### src/rtl/instr_encoder_pkg.sv
// instr_encoder_pkg
//   Shared constants for the LEGv8 instruction encoder: mnemonic codes,
//   instruction format codes and the opcode fields used by the decode control.
package instr_encoder_pkg;

    // Mnemonic codes presented on in_mnem
    localparam logic [4:0] MN_ADD    = 5'd0;
    localparam logic [4:0] MN_SUB    = 5'd1;
    localparam logic [4:0] MN_AND    = 5'd2;
    localparam logic [4:0] MN_ORR    = 5'd3;
    localparam logic [4:0] MN_ADDS   = 5'd4;
    localparam logic [4:0] MN_SUBS   = 5'd5;
    localparam logic [4:0] MN_ANDS   = 5'd6;
    localparam logic [4:0] MN_ADDI   = 5'd7;
    localparam logic [4:0] MN_SUBI   = 5'd8;
    localparam logic [4:0] MN_ANDI   = 5'd9;
    localparam logic [4:0] MN_ORRI   = 5'd10;
    localparam logic [4:0] MN_EORI   = 5'd11;
    localparam logic [4:0] MN_ADDIS  = 5'd12;
    localparam logic [4:0] MN_SUBIS  = 5'd13;
    localparam logic [4:0] MN_ANDIS  = 5'd14;
    localparam logic [4:0] MN_LDUR   = 5'd15;
    localparam logic [4:0] MN_LDURB  = 5'd16;
    localparam logic [4:0] MN_LDURH  = 5'd17;
    localparam logic [4:0] MN_LDURSW = 5'd18;
    localparam logic [4:0] MN_STUR   = 5'd19;
    localparam logic [4:0] MN_STURB  = 5'd20;
    localparam logic [4:0] MN_STURH  = 5'd21;
    localparam logic [4:0] MN_STURW  = 5'd22;
    localparam logic [4:0] MN_CBZ    = 5'd23;
    localparam logic [4:0] MN_CBNZ   = 5'd24;
    localparam logic [4:0] MN_B      = 5'd25;
    localparam logic [4:0] MN_BCOND  = 5'd26;
    localparam logic [4:0] MN_CMP    = 5'd27;
    localparam logic [4:0] MN_CMPI   = 5'd28;

    typedef enum logic [2:0] {FmtR, FmtI, FmtD, FmtB, FmtCb} fmt_e;

    // R-format opcodes (11 bits)
    localparam logic [10:0] OP_ADD    = 11'b10001011000;
    localparam logic [10:0] OP_SUB    = 11'b11001011000;
    localparam logic [10:0] OP_AND    = 11'b10001010000;
    localparam logic [10:0] OP_ORR    = 11'b10101010000;
    localparam logic [10:0] OP_ADDS   = 11'b10101011000;
    localparam logic [10:0] OP_SUBS   = 11'b11101011000;
    localparam logic [10:0] OP_ANDS   = 11'b11101010000;
    // I-format opcodes (10 bits)
    localparam logic [9:0]  OP_ADDI   = 10'b1001000100;
    localparam logic [9:0]  OP_SUBI   = 10'b1101000100;
    localparam logic [9:0]  OP_ANDI   = 10'b1001001000;
    localparam logic [9:0]  OP_ORRI   = 10'b1011001000;
    localparam logic [9:0]  OP_EORI   = 10'b1101001000;
    localparam logic [9:0]  OP_ADDIS  = 10'b1011000100;
    localparam logic [9:0]  OP_SUBIS  = 10'b1111000100;
    localparam logic [9:0]  OP_ANDIS  = 10'b1111001000;
    // D-format opcodes (11 bits)
    localparam logic [10:0] OP_LDUR   = 11'b11111000010;
    localparam logic [10:0] OP_LDURB  = 11'b00111000010;
    localparam logic [10:0] OP_LDURH  = 11'b01111000010;
    localparam logic [10:0] OP_LDURSW = 11'b10111000100;
    localparam logic [10:0] OP_STUR   = 11'b11111000000;
    localparam logic [10:0] OP_STURB  = 11'b00111000000;
    localparam logic [10:0] OP_STURH  = 11'b01111000000;
    localparam logic [10:0] OP_STURW  = 11'b10111000000;
    // CB / B opcodes
    localparam logic [7:0]  OP_CBZ    = 8'b10110100;
    localparam logic [7:0]  OP_CBNZ   = 8'b10110101;
    localparam logic [7:0]  OP_BCOND  = 8'b01010100;
    localparam logic [5:0]  OP_B      = 6'b000101;

endpackage

### src/rtl/instr_format_pack.sv
// instr_format_pack
//   Combinational encoder: symbolic request -> 32-bit LEGv8 word plus legality.
//   Ports: i_mnem/i_rd/i_rn/i_rm/i_imm/i_cond request fields,
//          o_word encoded instruction, o_legal known mnemonic and immediate in range.
module instr_format_pack
    import instr_encoder_pkg::*;
(
    input  logic [4:0]  i_mnem,
    input  logic [4:0]  i_rd,
    input  logic [4:0]  i_rn,
    input  logic [4:0]  i_rm,
    input  logic [25:0] i_imm,
    input  logic [3:0]  i_cond,
    output logic [31:0] o_word,
    output logic        o_legal
);

    fmt_e        w_fmt;
    logic [10:0] w_op11;
    logic [9:0]  w_op10;
    logic [7:0]  w_op8;
    logic [4:0]  w_rd;
    logic        w_known;
    logic        w_in_range;

    always_comb begin
        w_fmt   = FmtR;
        w_op11  = '0;
        w_op10  = '0;
        w_op8   = '0;
        w_rd    = i_rd;
        w_known = 1'b1;
        unique case (i_mnem)
            MN_ADD:    w_op11 = OP_ADD;
            MN_SUB:    w_op11 = OP_SUB;
            MN_AND:    w_op11 = OP_AND;
            MN_ORR:    w_op11 = OP_ORR;
            MN_ADDS:   w_op11 = OP_ADDS;
            MN_SUBS:   w_op11 = OP_SUBS;
            MN_ANDS:   w_op11 = OP_ANDS;
            MN_CMP:    begin w_op11 = OP_SUBS; w_rd = 5'd31; end
            MN_ADDI:   begin w_fmt = FmtI; w_op10 = OP_ADDI;  end
            MN_SUBI:   begin w_fmt = FmtI; w_op10 = OP_SUBI;  end
            MN_ANDI:   begin w_fmt = FmtI; w_op10 = OP_ANDI;  end
            MN_ORRI:   begin w_fmt = FmtI; w_op10 = OP_ORRI;  end
            MN_EORI:   begin w_fmt = FmtI; w_op10 = OP_EORI;  end
            MN_ADDIS:  begin w_fmt = FmtI; w_op10 = OP_ADDIS; end
            MN_SUBIS:  begin w_fmt = FmtI; w_op10 = OP_SUBIS; end
            MN_ANDIS:  begin w_fmt = FmtI; w_op10 = OP_ANDIS; end
            MN_CMPI:   begin w_fmt = FmtI; w_op10 = OP_SUBIS; w_rd = 5'd31; end
            MN_LDUR:   begin w_fmt = FmtD; w_op11 = OP_LDUR;   end
            MN_LDURB:  begin w_fmt = FmtD; w_op11 = OP_LDURB;  end
            MN_LDURH:  begin w_fmt = FmtD; w_op11 = OP_LDURH;  end
            MN_LDURSW: begin w_fmt = FmtD; w_op11 = OP_LDURSW; end
            MN_STUR:   begin w_fmt = FmtD; w_op11 = OP_STUR;   end
            MN_STURB:  begin w_fmt = FmtD; w_op11 = OP_STURB;  end
            MN_STURH:  begin w_fmt = FmtD; w_op11 = OP_STURH;  end
            MN_STURW:  begin w_fmt = FmtD; w_op11 = OP_STURW;  end
            MN_CBZ:    begin w_fmt = FmtCb; w_op8 = OP_CBZ;  end
            MN_CBNZ:   begin w_fmt = FmtCb; w_op8 = OP_CBNZ; end
            // B.cond reuses the CB layout with the condition in the Rt slot
            MN_BCOND:  begin w_fmt = FmtCb; w_op8 = OP_BCOND; w_rd = {1'b0, i_cond}; end
            MN_B:      w_fmt = FmtB;
            default:   w_known = 1'b0;
        endcase
    end

    always_comb begin
        o_word     = '0;
        w_in_range = 1'b1;
        unique case (w_fmt)
            FmtR: o_word = {w_op11, i_rm, 6'b000000, i_rn, w_rd};
            FmtI: begin
                o_word     = {w_op10, i_imm[11:0], i_rn, w_rd};
                w_in_range = (i_imm[25:12] == '0);
            end
            FmtD: begin
                o_word     = {w_op11, i_imm[8:0], 2'b00, i_rn, w_rd};
                // Sign-extension check: -256..255
                w_in_range = (i_imm[25:8] == '0) || (i_imm[25:8] == '1);
            end
            FmtCb: begin
                o_word     = {w_op8, i_imm[18:0], w_rd};
                w_in_range = (i_imm[25:18] == '0) || (i_imm[25:18] == '1);
            end
            FmtB: o_word = {OP_B, i_imm};
            default: o_word = '0;
        endcase
    end

    assign o_legal = w_known && w_in_range;

endmodule

### src/rtl/instr_encoder.sv
// instr_encoder
//   Encodes symbolic LEGv8 requests and writes them sequentially into
//   instruction memory through a one-entry output register.
//   Ports: clk/reset (sync, active-high); in_* valid/ready request side;
//          base_load/base_addr restart the address counter; wr_* memory write
//          side with backpressure; err_pulse/err_count report dropped requests;
//          words_written counts completed writes since reset or base_load.
module instr_encoder
    import instr_encoder_pkg::*;
#(
    parameter int unsigned ADDR_W    = 16,
    parameter int unsigned ERR_CNT_W = 8
) (
    input  logic                 clk,
    input  logic                 reset,
    input  logic                 in_valid,
    output logic                 in_ready,
    input  logic [4:0]           in_mnem,
    input  logic [4:0]           in_rd,
    input  logic [4:0]           in_rn,
    input  logic [4:0]           in_rm,
    input  logic [25:0]          in_imm,
    input  logic [3:0]           in_cond,
    input  logic                 base_load,
    input  logic [ADDR_W-1:0]    base_addr,
    output logic                 wr_valid,
    input  logic                 wr_ready,
    output logic [ADDR_W-1:0]    wr_addr,
    output logic [31:0]          wr_data,
    output logic                 err_pulse,
    output logic [ERR_CNT_W-1:0] err_count,
    output logic [ADDR_W-3:0]    words_written
);

    logic                 r_wr_valid;
    logic [ADDR_W-1:0]    r_wr_addr;
    logic [31:0]          r_wr_data;
    logic [ADDR_W-1:0]    r_addr;
    logic [ADDR_W-3:0]    r_words;
    logic                 r_err_pulse;
    logic [ERR_CNT_W-1:0] r_err_count;

    logic [31:0]       w_word;
    logic              w_legal;
    logic              w_accept;
    logic              w_drain;
    logic              w_drop;
    logic [ADDR_W-1:0] w_base;
    logic [ADDR_W-1:0] w_addr_next;
    logic              w_unused_base;

    instr_format_pack u_pack (
        .i_mnem  (in_mnem),
        .i_rd    (in_rd),
        .i_rn    (in_rn),
        .i_rm    (in_rm),
        .i_imm   (in_imm),
        .i_cond  (in_cond),
        .o_word  (w_word),
        .o_legal (w_legal)
    );

    assign in_ready = !r_wr_valid || wr_ready;
    assign w_accept = in_valid && in_ready;
    assign w_drain  = r_wr_valid && wr_ready;
    assign w_drop   = w_accept && !w_legal;
    assign w_base   = {base_addr[ADDR_W-1:2], 2'b00};
    assign w_unused_base = ^base_addr[1:0];

    // Drain first, then assign: a word accepted alongside a drain gets the
    // advanced counter. base_load overrides both.
    assign w_addr_next = base_load ? w_base
                       : (w_drain ? r_addr + ADDR_W'(4) : r_addr);

    always_ff @(posedge clk) begin
        if (reset) begin
            r_wr_valid  <= 1'b0;
            r_wr_addr   <= '0;
            r_wr_data   <= '0;
            r_addr      <= '0;
            r_words     <= '0;
            r_err_pulse <= 1'b0;
            r_err_count <= '0;
        end else begin
            r_addr <= w_addr_next;

            if (base_load) begin
                r_words <= '0;
            end else if (w_drain) begin
                r_words <= r_words + (ADDR_W-2)'(1);
            end

            if (w_accept && w_legal) begin
                r_wr_valid <= 1'b1;
                r_wr_addr  <= w_addr_next;
                r_wr_data  <= w_word;
            end else if (w_drain) begin
                r_wr_valid <= 1'b0;
            end

            r_err_pulse <= w_drop;
            if (w_drop && (r_err_count != '1)) begin
                r_err_count <= r_err_count + ERR_CNT_W'(1);
            end
        end
    end

    assign wr_valid      = r_wr_valid;
    assign wr_addr       = r_wr_addr;
    assign wr_data       = r_wr_data;
    assign err_pulse     = r_err_pulse;
    assign err_count     = r_err_count;
    assign words_written = r_words;

endmodule

### config.mk
export PLATFORM = sky130hd
export DESIGN_NAME = instr_encoder
export DESIGN_NICKNAME = d
export VERILOG_FILES = /design/src/rtl/instr_encoder_pkg.sv /design/src/rtl/instr_format_pack.sv /design/src/rtl/instr_encoder.sv
export SDC_FILE = /design/constraint.sdc
export NUM_CORES = 1
export LEC_CHECK = 0
export BUFFER_PORTS_ARGS = -buffer_cell sky130_fd_sc_hd__buf_4
export CORE_AREA = 5 5 97 99
export DETAILED_ROUTE_END_ITERATION = 8
export DIE_AREA = 0 0 102 104
export PLACE_DENSITY = 0.84
export SETUP_SLACK_MARGIN = 0.5
export SLEW_MARGIN = 20
export SYNTH_ARGS = -nofsm -noshare
export SYNTH_HDL_FRONTEND = slang
export SYNTH_SLANG_ARGS = --single-unit
### constraint.sdc
create_clock -name clk -period 3.5 [get_ports clk]
set_clock_uncertainty 0.1 [all_clocks]
set_input_delay 0.175 -clock clk [delete_from_list [all_inputs] [get_ports clk]]
set_output_delay 0.175 -clock clk [all_outputs]
set_load 0.01 [all_outputs]
==> summary.txt <==
DR pass1 iterations: 6
Yosys top cell by area: dfxtp_1
final setup vio count: 0
commonest non-fill, non-tap cell in the layout: buf_4
die area: 10,600 um^2
# IOs: 144
final cell count without fillers: 795
largest net degree at the start of global routing: 72
unrepaired setup endpoints after global routing: false
total power density per cell area: 394 nW/um^2
DP HPWL: 10,000 um
CP Cell Sequence: buf_4 > or3b_1 > a21boi_1 > buf_4 > o21ai_0 > a31oi_4 > buf_4 > and3_1 > nor3_1
Main synth FF type: dfxtp_1
Fin Setup TNS: 0 ps
htree depth: 3
Period minus WS final: 2750 ps
total CTS buffers: 9
Worst EP required: 3600 ps
Critical Path Max Stage Delay: 420 ps
final slew viol count: 0
RePlAce Congestion: 0.934
Multi-input gate area: 2570 um^2
Final ANT Viol Nets: 0
Crit Path Max Fanout: 42
leakage power: 2.47 nW
Avg Cell Area, Syn: 8.09 um^2
post-CTS setup buffer count: 0
final wirelength: 13,500 um
first-pass GRT wire length: 21,800 um
Worst Path Arrival: 2840 ps
most frequent cells in the layout: 147 x buf_4, 88 x nor2_1, 88 x dfxtp_1
Die W: 102 um
Synthesized Nets: 633
#FFs+latches synth: 88
Post-synth EDFFs: 0
Avg Vias per Cell: 5.89
# rows: 34
Core Area: 8470 um^2
slew at the pin closest to its max-slew limit: 960 ps
top cells by area, synth: dfxtp_1 39%, nor2_1 7.4%, a211oi_1 4.5%, nand2_1 4.2%, xor2_1 3.1%
Critical-path top delay cell: buf_4
CP Capture Type: flip-flop
vias in the first global route: 4,429
VDD IR max: 0.190 mV
asr flop ratio synth: 0%
Chip Height: 104 um
Ys Warns: 0
DRC errors left: 0
Worst path most repeated cell: buf_4
Max Cap Viol: 0
library cells used by synthesis: 56
CTS tree: yes
Placed Cells: 773
total track usage: 24.9%
Initial DRC Count: 337
Worst-path clk slew: 80 ps
top cell type's share of synthesized area: 38.9%
initial antenna violation count: 0
gr ovfl total: 0
part of the cycle the worst path needs: 78.5%
relative slew slack: 35.8%
run status: finished, final reports clean
Final Hold Viols: 0
startpoint types: input pin
fmax: 364 MHz
# diodes: 0
Worst-Skew Late Latency: 350 ps
clock buffer depth: 2
Post-Syn Instances: 559
vias: 4,685
Reg area: 1760 um^2
CTS Sinks: 88
Root Buffer: clkbuf_8
Starting Density: 53.4%
sequential area share after synthesis: 38.9%
share of cells above drive strength 1: 25.6%
Layout Nets: 756
synthesis-to-layout area growth: 29.5%
Setup Crit Path Kind: input pin to flip-flop
Fillers: 688
Synth Cell Area: 4520 um^2
HP Class: input pin to flip-flop
port buffer count: 141
WL/cell: 17.0 um
[metal layers]
metal | track usage [%] | routed length, um
met1 | 33.4 | 5510
met2 | 40.0 | 6400
met3 | 4.76 | 1330
met4 | 8.34 | 269
met5 | 0 | 0
[worst max-delay path, delay by kind of cell]
kind                   cells  cell delay, ps
AO/OA/AOI/OAI              3            1090
buffers and inverters      3             900
AND/OR/NAND/NOR            3             670
[sequential cells by signal, indices dropped and copies added (netlist names)]
register       count
wr_data           32
r_addr            16
wr_addr           16
words_written     14
err_count          8
err_pulse          1
wr_valid           1
[synthesized netlist by cell type (5+ instances only)]
cell type	count
a211oi_1	27
a21oi_1	27
a222oi_1	12
a22o_1	5
a22oi_1	6
and2_1	5
and3_1	19
buf_2	10
clkbuf_1	28
dfxtp_1	88
inv_1	5
mux2i_1	6
nand2_1	51
nand2b_1	17
nand3_1	13
nand4_1	11
nor2_1	89
nor2b_1	5
nor3_1	15
o21ai_0	16
o21ai_1	6
o22a_1	13
o22ai_1	7
or3_1	5
xnor2_1	10
xor2_1	16
[area by class of cell]
cell class | count | share of cell area (%)
inverters | 5 | 0.320
flip-flops and latches | 88 | 30.1
repair buffers | 153 | 19.9
clock buffers | 11 | 2.41
clock inverters | 5 | 1.07
multi-input cells | 425 | 44.0
well taps | 108 | 2.31
[kinds of logic after synthesis]
logic type | synth area share (%)
xor+xnor | 5.03
simple gates | 27.4
buf+inv | 4.18
mux | 2.07
flops | 38.9
fa+ha+maj | 0.830
compound gates | 21.6
[worst paths after layout]
path | from | end | slack, ps | cells past startpoint
worst max register to register | err_count[0] | err_count[7] | 1270 | 7
worst min-delay path | base_addr[9] | r_addr[9] | 20 | 3
worst min register to register | wr_addr[14] | wr_addr[14] | 370 | 2
worst max-delay path | in_mnem[0] | wr_data[13] | 750 | 9
[where the power goes]
group | switching [mW] | internal (mW)
clock | 0.359 | 0.355
combinational | 0.256 | 0.229
sequential | 0.0414 | 1.07
[repair_timing]
action,in CTS,in global routing
hold endpoints to repair,6,0
hold buffers,6,0
endpoints found under the setup margin,0,13
gates resized for setup,0,1
[per-stage QoR]
stage	util [%]	instance area [um^2]	power, mW	hold WS (ps)	worst slack [ps]
finish	69.2	5860	2.31	18.1	754
global route	69.2	5860	2.42	12.0	586
CTS	69.2	5860	2.33	5.45	705
detailed placement	66.1	5590	1.61	345	326
global placement	66.1	5590	1.60	342	458
floorplan	-	4520	1.39	233	1200
(Power assumes the default switching activity.)
